===== src/rtl/y_chg_pkg.sv =====
// Shared definitions for the change-in-Y path: sequencer state encoding,
// sentinel/invalid markers and the Y-memory geometry used by the decoder,
// the memory wrapper and the fetch sequencer.
package y_chg_pkg;

  localparam int DATA_W = 256;
  localparam int ADDR_W = 11;

  localparam logic [15:0] ROW_SENTINEL = 16'hFFFF;
  localparam logic [10:0] ADDR_INVALID = 11'h7FF;

  typedef enum logic [3:0] {
    IDLE,
    IDX,
    IDX_RD,
    WAIT,
    RESOLVE,
    RD0,
    RD1,
    CAP,
    OUT
  } state_t;

endpackage


===== src/rtl/y_fetch_sequencer.sv =====
// y_fetch_sequencer
// Steps the Y address decoder through its two-phase lookup for each change
// entry and owns the single Y-memory read port: one index-row read, then the
// two data-line reads. The resulting line pair is offered downstream.
//
// Ports:
//   clock, reset            clock; synchronous active-low reset
//   chg_valid/ready/row/col change-entry input handshake
//   dec_rowNum              row to decoder (all-ones parks it in phase 1)
//   dec_readRowData         index-row data to decoder (RESOLVE only)
//   dec_addr1/addr2         decoder address results
//   dec_dataOutNextCycle    decoder phase-1 indicator
//   mem_rd_en/addr/data     Y-memory read port, one-cycle read latency
//   out_valid/ready         line-pair output handshake
//   out_line0/line1         lines at addr1 / addr2
//   out_row/col/addr0       echo of the entry and its first line address
//   done                    one-cycle pulse when the end sentinel is consumed
//   err                     sticky: decoder desync or invalid address
module y_fetch_sequencer #(
  parameter int ROW_W  = 16,
  parameter int COL_W  = 16,
  parameter int ADDR_W = 11,
  parameter int DATA_W = 256
) (
  input  logic              clock,
  input  logic              reset,
  input  logic              chg_valid,
  output logic              chg_ready,
  input  logic [ROW_W-1:0]  chg_row,
  input  logic [COL_W-1:0]  chg_col,
  output logic [ROW_W-1:0]  dec_rowNum,
  output logic [DATA_W-1:0] dec_readRowData,
  input  logic [ADDR_W-1:0] dec_addr1,
  input  logic [ADDR_W-1:0] dec_addr2,
  input  logic              dec_dataOutNextCycle,
  output logic              mem_rd_en,
  output logic [ADDR_W-1:0] mem_rd_addr,
  input  logic [DATA_W-1:0] mem_rd_data,
  output logic              out_valid,
  input  logic              out_ready,
  output logic [DATA_W-1:0] out_line0,
  output logic [DATA_W-1:0] out_line1,
  output logic [ROW_W-1:0]  out_row,
  output logic [COL_W-1:0]  out_col,
  output logic [ADDR_W-1:0] out_addr0,
  output logic              done,
  output logic              err
);

  import y_chg_pkg::*;

  localparam logic [ADDR_W-1:0] BAD_ADDR = ADDR_W'(ADDR_INVALID);

  state_t            state;
  logic [ROW_W-1:0]  row_q;
  logic [COL_W-1:0]  col_q;
  logic [DATA_W-1:0] idx_data;
  logic [ADDR_W-1:0] a0;
  logic [ADDR_W-1:0] a1;

  assign chg_ready = (state == IDLE);

  // The decoder sees the held row only while the lookup is in progress;
  // all-ones everywhere else returns it to phase 1 before the next entry.
  always_comb begin
    dec_rowNum      = '1;
    dec_readRowData = '0;
    if (state inside {IDX, IDX_RD, WAIT, RESOLVE}) begin
      dec_rowNum = row_q;
    end
    if (state == RESOLVE) begin
      dec_readRowData = idx_data;
    end
  end

  // Reads in IDX_RD and RD0 use the decoder outputs of the same cycle,
  // since the addresses only become valid there.
  always_comb begin
    mem_rd_en   = 1'b0;
    mem_rd_addr = '0;
    unique case (state)
      IDX_RD: begin
        mem_rd_en   = dec_dataOutNextCycle;
        mem_rd_addr = dec_addr1;
      end
      RD0: begin
        mem_rd_en   = (dec_addr1 != BAD_ADDR);
        mem_rd_addr = dec_addr1;
      end
      RD1: begin
        mem_rd_en   = 1'b1;
        mem_rd_addr = a1;
      end
      default: ;
    endcase
  end

  always_ff @(posedge clock) begin
    if (!reset) begin
      state     <= IDLE;
      row_q     <= '0;
      col_q     <= '0;
      idx_data  <= '0;
      a0        <= '0;
      a1        <= '0;
      out_valid <= 1'b0;
      out_line0 <= '0;
      out_line1 <= '0;
      out_row   <= '0;
      out_col   <= '0;
      out_addr0 <= '0;
      done      <= 1'b0;
      err       <= 1'b0;
    end else begin
      done <= 1'b0;
      unique case (state)
        IDLE: begin
          if (chg_valid) begin
            row_q <= chg_row;
            col_q <= chg_col;
            if (&chg_row) begin
              done <= 1'b1;
            end else begin
              state <= IDX;
            end
          end
        end
        IDX: state <= IDX_RD;
        IDX_RD: begin
          if (!dec_dataOutNextCycle) begin
            err   <= 1'b1;
            state <= IDLE;
          end else begin
            state <= WAIT;
          end
        end
        WAIT: begin
          idx_data <= mem_rd_data;
          state    <= RESOLVE;
        end
        RESOLVE: state <= RD0;
        RD0: begin
          a0 <= dec_addr1;
          a1 <= dec_addr2;
          if (dec_addr1 == BAD_ADDR) begin
            err   <= 1'b1;
            state <= IDLE;
          end else begin
            state <= RD1;
          end
        end
        RD1: begin
          out_line0 <= mem_rd_data;
          state     <= CAP;
        end
        CAP: begin
          out_line1 <= mem_rd_data;
          out_row   <= row_q;
          out_col   <= col_q;
          out_addr0 <= a0;
          out_valid <= 1'b1;
          state     <= OUT;
        end
        OUT: begin
          if (out_ready) begin
            out_valid <= 1'b0;
            state     <= IDLE;
          end
        end
        default: state <= IDLE;
      endcase
    end
  end

endmodule

===== config.mk =====
export PLATFORM = sky130hd
export DESIGN_NAME = y_fetch_sequencer
export DESIGN_NICKNAME = d
export VERILOG_FILES = /design/src/rtl/y_chg_pkg.sv /design/src/rtl/y_fetch_sequencer.sv
export SDC_FILE = /design/constraint.sdc
export NUM_CORES = 2
export LEC_CHECK = 0
export ABC_AREA = 0
export ABC_CLOCK_PERIOD_IN_PS = 4200
export BUFFER_PORTS_ARGS = -buffer_cell sky130_fd_sc_hd__buf_2
export CORE_AREA = 2 2 447 449
export CTS_CLUSTER_SIZE = 20
export DETAILED_ROUTE_END_ITERATION = 7
export DIE_AREA = 0 0 449 451
export PLACE_DENSITY = 0.3
export SYNTH_ARGS = -nofsm -noshare
export SYNTH_HDL_FRONTEND = slang
export SYNTH_SLANG_ARGS = --single-unit

===== constraint.sdc =====
create_clock -name clock -period 4.2 [get_ports clock]
set_input_delay 0.84 -clock clock [delete_from_list [all_inputs] [get_ports clock]]
set_output_delay 0.84 -clock clock [all_outputs]
set_load 0.02 [all_outputs]

# After elaboration in Yosys (flattened, before gate mapping)
# Cells that the tools add are included.
# Widths: inputs -> output; s select.
# word_totals
inputBits,315
romBits,0
output_inout_bits,843
word_cells,56
mem_bits_rw,0
memories,0
latch_bits,0
regBits,872
# op_classes
mul,0
magnitude_cmp,0
shifts,0
n_reduce_logical,11
n_bitwise,0
n_div,0
eq_ne,15
mux,16
n_addsub,0
# op_table
operator,n
$mux 256,1
$pmux 4 s9,1
$pmux 11 s2,1
$eq 4x3->1 const B,4
$mux 16,1
$reduce_and 16->1,1
$mux 4,3
$eq 11x11->1 const B,1
$ne 11x11->1 const B,1
$ne 2x2->1 const B,5
$reduce_and 3->1,3
$eq 4x2->1 const B,2
$eq 4x1->1 const B,1
$eq 4x4->1 const B,1
$logic_not 4->1,1
$mux 1,4
$pmux 1 s2,2
$reduce_and 2->1,2
$reduce_bool 2->1,2
$reduce_bool 4->1,1
$mux 3,1
$pmux 1 s3,1
$mux 2,1
$reduce_or 2->1,1

# Depth between registers and ports, before layout
# logic_depth
depth_word,4
mapped_depth,8
depth_no_buf,3

# Worst setup path after synthesis
# No wires, ideal clock.
# synth_path
path_type,reg-to-output
start,register state[0]
end,output dec_rowNum[10]
stages_incl_launch_ff,7
required_time_ns,3.360
n_path_buf,3
t_arrival_ns,1.447
slack_ns,1.913
cell_sequence,dfxtp_1 > buf_2 > buf_2 > o21a_1 > nor3_2 > buf_2 > nand2b_1
# synth_via
elab_chain_len,3
elab_cells_between_ends,6
classes_between,4 x eq/ne; 1 x mux; 1 x reduce/logical
# synth_rtl
item,line,text
"start, declared",y_fetch_sequencer.sv:54,state_t state;
"start signal, assigned",y_fetch_sequencer.sv:100,state <= IDLE;
"start signal, assigned",y_fetch_sequencer.sv:124,state <= IDX;
"start signal, assigned",y_fetch_sequencer.sv:128,IDX: state <= IDX_RD;
"$eq 4x1->1, or another cell as far along",y_fetch_sequencer.sv:68,"if (state inside {IDX, IDX_RD, WAIT, RESOLVE}) begin"
$reduce_bool 4->1 (*),y_fetch_sequencer.sv:68,
$mux 16 (*),y_fetch_sequencer.sv:68,
"end, declared",y_fetch_sequencer.sv:31,"output logic [ROW_W-1:0] dec_rowNum,"
# Every way passes the cells marked *; elsewhere a longest branch is shown, timed or not.

# Worst setup path after layout
# layout_path
start,register state[2]
end,output dec_readRowData[74]
# layout_via
elab_chain_len,2
# layout_rtl
item,line,text
$eq 4x3->1,y_fetch_sequencer.sv:71,if (state == RESOLVE) begin
$mux 256,y_fetch_sequencer.sv:71,
"end, declared",y_fetch_sequencer.sv:32,"output logic [DATA_W-1:0] dec_readRowData,"
# No other way between the ends.

==> flow_summary.json <==
{
  "status": "complete, no violations",
  "cts_sinks": 872,
  "ant_nets": 0,
  "p_switching_mw": 6.432,
  "yosysWarnings": 0,
  "final.fill_count": 22540,
  "synth.avg_cell_area_um2": 7.866,
  "pwr-share-seq": 0.412,
  "pwr-share-comb": 0.136,
  "drt-vias-per-instance": 3.994,
  "timing.setup.tns_ns": 0,
  "p_leak_nw": 18.16,
  "ys_seq_area_frac": 0.5366,
  "cts.hold.buffers_added": 0,
  "utilization": 0.2250,
  "cts_max_level": 3,
  "io_buffers": 1157,
  "cap_violations": 0,
  "synth_flop_cell": "dfxtp_1",
  "setup_viol": 0,
  "start_kind": "flip-flop",
  "path_clk_slew_ns": 0.06,
  "synth_fa_ha_area_frac": 0,
  "cts_tree": "built",
  "gp_congestion": 0.8218,
  "dr.first_iter.drc_count": 1722,
  "wl_mm": 180.2,
  "drv_slew": 0,
  "cts_buffers": 111,
  "fin_cells": 7902,
  "use_met1": 0.1957,
  "hold_path.startpoint": "dec_addr2[3]",
  "slew_headroom": 0.3377,
  "cts_setup_buffers": 0,
  "gr-total-overflow": 0,
  "crit_slowest_cell": "dfxtp_1",
  "yosysUniqueCellTypes": 46,
  "startpoint": "state[2]",
  "grt_busiest_layer": "met2",
  "p_clk_frac": 0.452,
  "cp_cell_sequence": "and3_4 > buf_12 > and2_1 > buf_2",
  "ios": 1158,
  "num_vias": 31560,
  "rows": 164,
  "critical_path.max_fanout": 120,
  "chipHeight_um": 451,
  "min_period_ns": 3.869,
  "worstSetupPathType": "reg -> out",
  "p_sw_frac": 0.2960,
  "r2r_start": "state[2]",
  "die_area_um2": 202500,
  "synth-simple-area-share": 0.2585,
  "async_flop_share": 0,
  "grt_pass1_vias": 30500,
  "fin_crit_sh": 0.9211,
  "synth_xor_area_frac": 0,
  "critical_path.top_delay_family": "simple AND/OR/NAND/NOR gates",
  "coreArea_um2": 198200,
  "synth_compound_area_frac": 0.1493,
  "max-vdd-ir-drop_mv": 0.2802,
  "syn_to_final_growth_pct": 37.06,
  "dp_hpwl_mm": 133.5,
  "rsz0062_at_grt": "no",
  "crit_buf_inv": 2,
  "powerDensity_nw_per_um2": 487.3,
  "routedWlPerCell_um": 22.81,
  "fmax_mhz": 258.5,
  "synth_top_family_by_area": "simple AND/OR/NAND/NOR gates",
  "syn_nets": 4451,
  "syn_area_um2": 32530,
  "drive_above_1_share": 0.2694,
  "final-hold-violation-count": 0,
  "worstPathRequired_ns": 3.36,
  "muxShareOfSynthArea": 0.0003077,
  "cts_buffer_depth": 3,
  "clk_latency_ns": 0.74,
  "start_util": 0.1641,
  "crit_arrival_ns": 3.03,
  "drc": 0,
  "cts_resized": 0,
  "cpPeakStageDelay_ns": 0.82,
  "worst_pin_slew_ns": 0.9807,
  "grt_use_met3": 0.05079,
  "dp_cells": 7694,
  "skew_ns": 0.02931,
  "end_kind": "output pin",
  "dr.pass1.iters": 5,
  "synthCells": 4136,
  "root_buffer": "clkbuf_16",
  "p_int_mw": 15.30,
  "track_usage": 0.1705,
  "grt_use_met2": 0.3037,
  "antenna_found_initial": 38,
  "min_path_type": "in -> reg",
  "grt_pass1_wl_mm": 248.2,
  "synth_edf_count": 0,
  "fp.dieW_um": 449,
  "synth.ff_latch_count": 872,
  "layout.nets": 5466,
  "grt_max_degree": 121
}
## Yosys cell counts (all sizes together) (4+ instances only)
library cell / number / share of area
nand2b: 16 / 0.0031
buf: 178 / 0.036
a21oi: 835 / 0.13
a21boi: 32 / 0.0074
clkbuf: 157 / 0.019
and2: 257 / 0.049
dfxtp: 872 / 0.54
and3: 33 / 0.0063
nand2: 1666 / 0.19
o21a: 34 / 0.0078
a22o: 11 / 0.0030
inv: 4 / 0.00046
nand4: 6 / 0.0012
## routing by layer
layer	vias up	wire length [um]
met3	218	12440
met1	15090	72210
met2	885	91160
met4	10	4376
li1	15350	-
met5	-	56
## worst min-delay path, delay by kind of cell
family	cells	cell delay, ns
buffers and inverters	1	0.10
AO/OA/AOI/OAI	1	0.05
AND/OR/NAND/NOR	1	0.05
## per-stage QoR
step	setup slack [ns]	hold WS, ns	cell area (um^2)	total power [mW]
finish	0.3312	0.3419	44590	21.73
global route	0.06582	0.2926	44580	22.75
CTS	0.2120	0.2311	44560	22.26
detailed placement	1.065	0.4429	40920	12.19
global placement	1.138	0.4382	40920	12.18
floorplan	1.913	0.4280	32540	10.71
## cell families after synthesis
logic type / count (synthesis)
AO/OA/AOI/OAI: 923
buffers and inverters: 339
flip-flops: 872
multiplexers: 1
AND/OR/NAND/NOR: 2001
## path summary, 6_finish.rpt
kind | endpoint | slack, ns | cells after the start
worst min-delay path | a1[3] | 0.34 | 3
worst max register to register | idx_data[108] | 1.33 | 5
worst max-delay path | dec_readRowData[74] | 0.33 | 4
worst min register to register | out_col[0] | 0.44 | 2
## flip-flops by register name (all words and copies together), names as in the netlist
signal / cells
idx_data: 256
out_line0: 256
out_line1: 256
col_q: 16
out_col: 16
out_row: 16
row_q: 16
a0: 11
a1: 11
out_addr0: 11
state: 4
done: 1
err: 1
out_valid: 1
## layout make-up
| type | instances | area, um^2 | share of cell area |
|---|---|---|---|
| Antenna cell | 13 | 32.53 | 0.0007295 |
| Clock buffer | 169 | 3268 | 0.07329 |
| Clock inverter | 26 | 370.4 | 0.008305 |
| Inverter | 4 | 22.52 | 0.0005051 |
| Multi-Input combinational cell | 2925 | 13340 | 0.2992 |
| Sequential cell | 872 | 17460 | 0.3915 |
| Tap cell | 2656 | 3323 | 0.07452 |
| Timing Repair Buffer | 1237 | 6779 | 0.1520 |
## cells in the final DEF (no fill, tap or decap), types with 3 or more instances in the layout
cell type  synthesis  final
nand4_1            6      6
clkbuf_8           0     23
a21oi_1          834    834
buf_2            126   1157
dfxtp_1          872    872
clkinv_2           0     13
a21boi_0          22     22
a21boi_1          10     10
clkbuf_16          0    113
nand2b_1          16     16
diode_2            0     13
inv_1              3      3
bufinv_16          0      8
and2_1           257    257
and3_1            33     32
buf_12             0     31
clkbuf_1         133     33
a22o_1            11     11
nand2_1         1666   1666
o21a_1            34     34
o21ai_0            3      3
buf_4             13     49
## power groups by stage
stage	combinational [mW]	clock (mW)	sequential, mW
final	2.96	9.81	8.96
after global routing	3.24	10.5	9.01
after CTS	3.04	10.2	8.98
after detailed placement	3.03	0	9.16
after global placement	3.02	0	9.16
after floorplan	1.64	0	9.07
No activity file was read; power rests on OpenSTA's default activity.
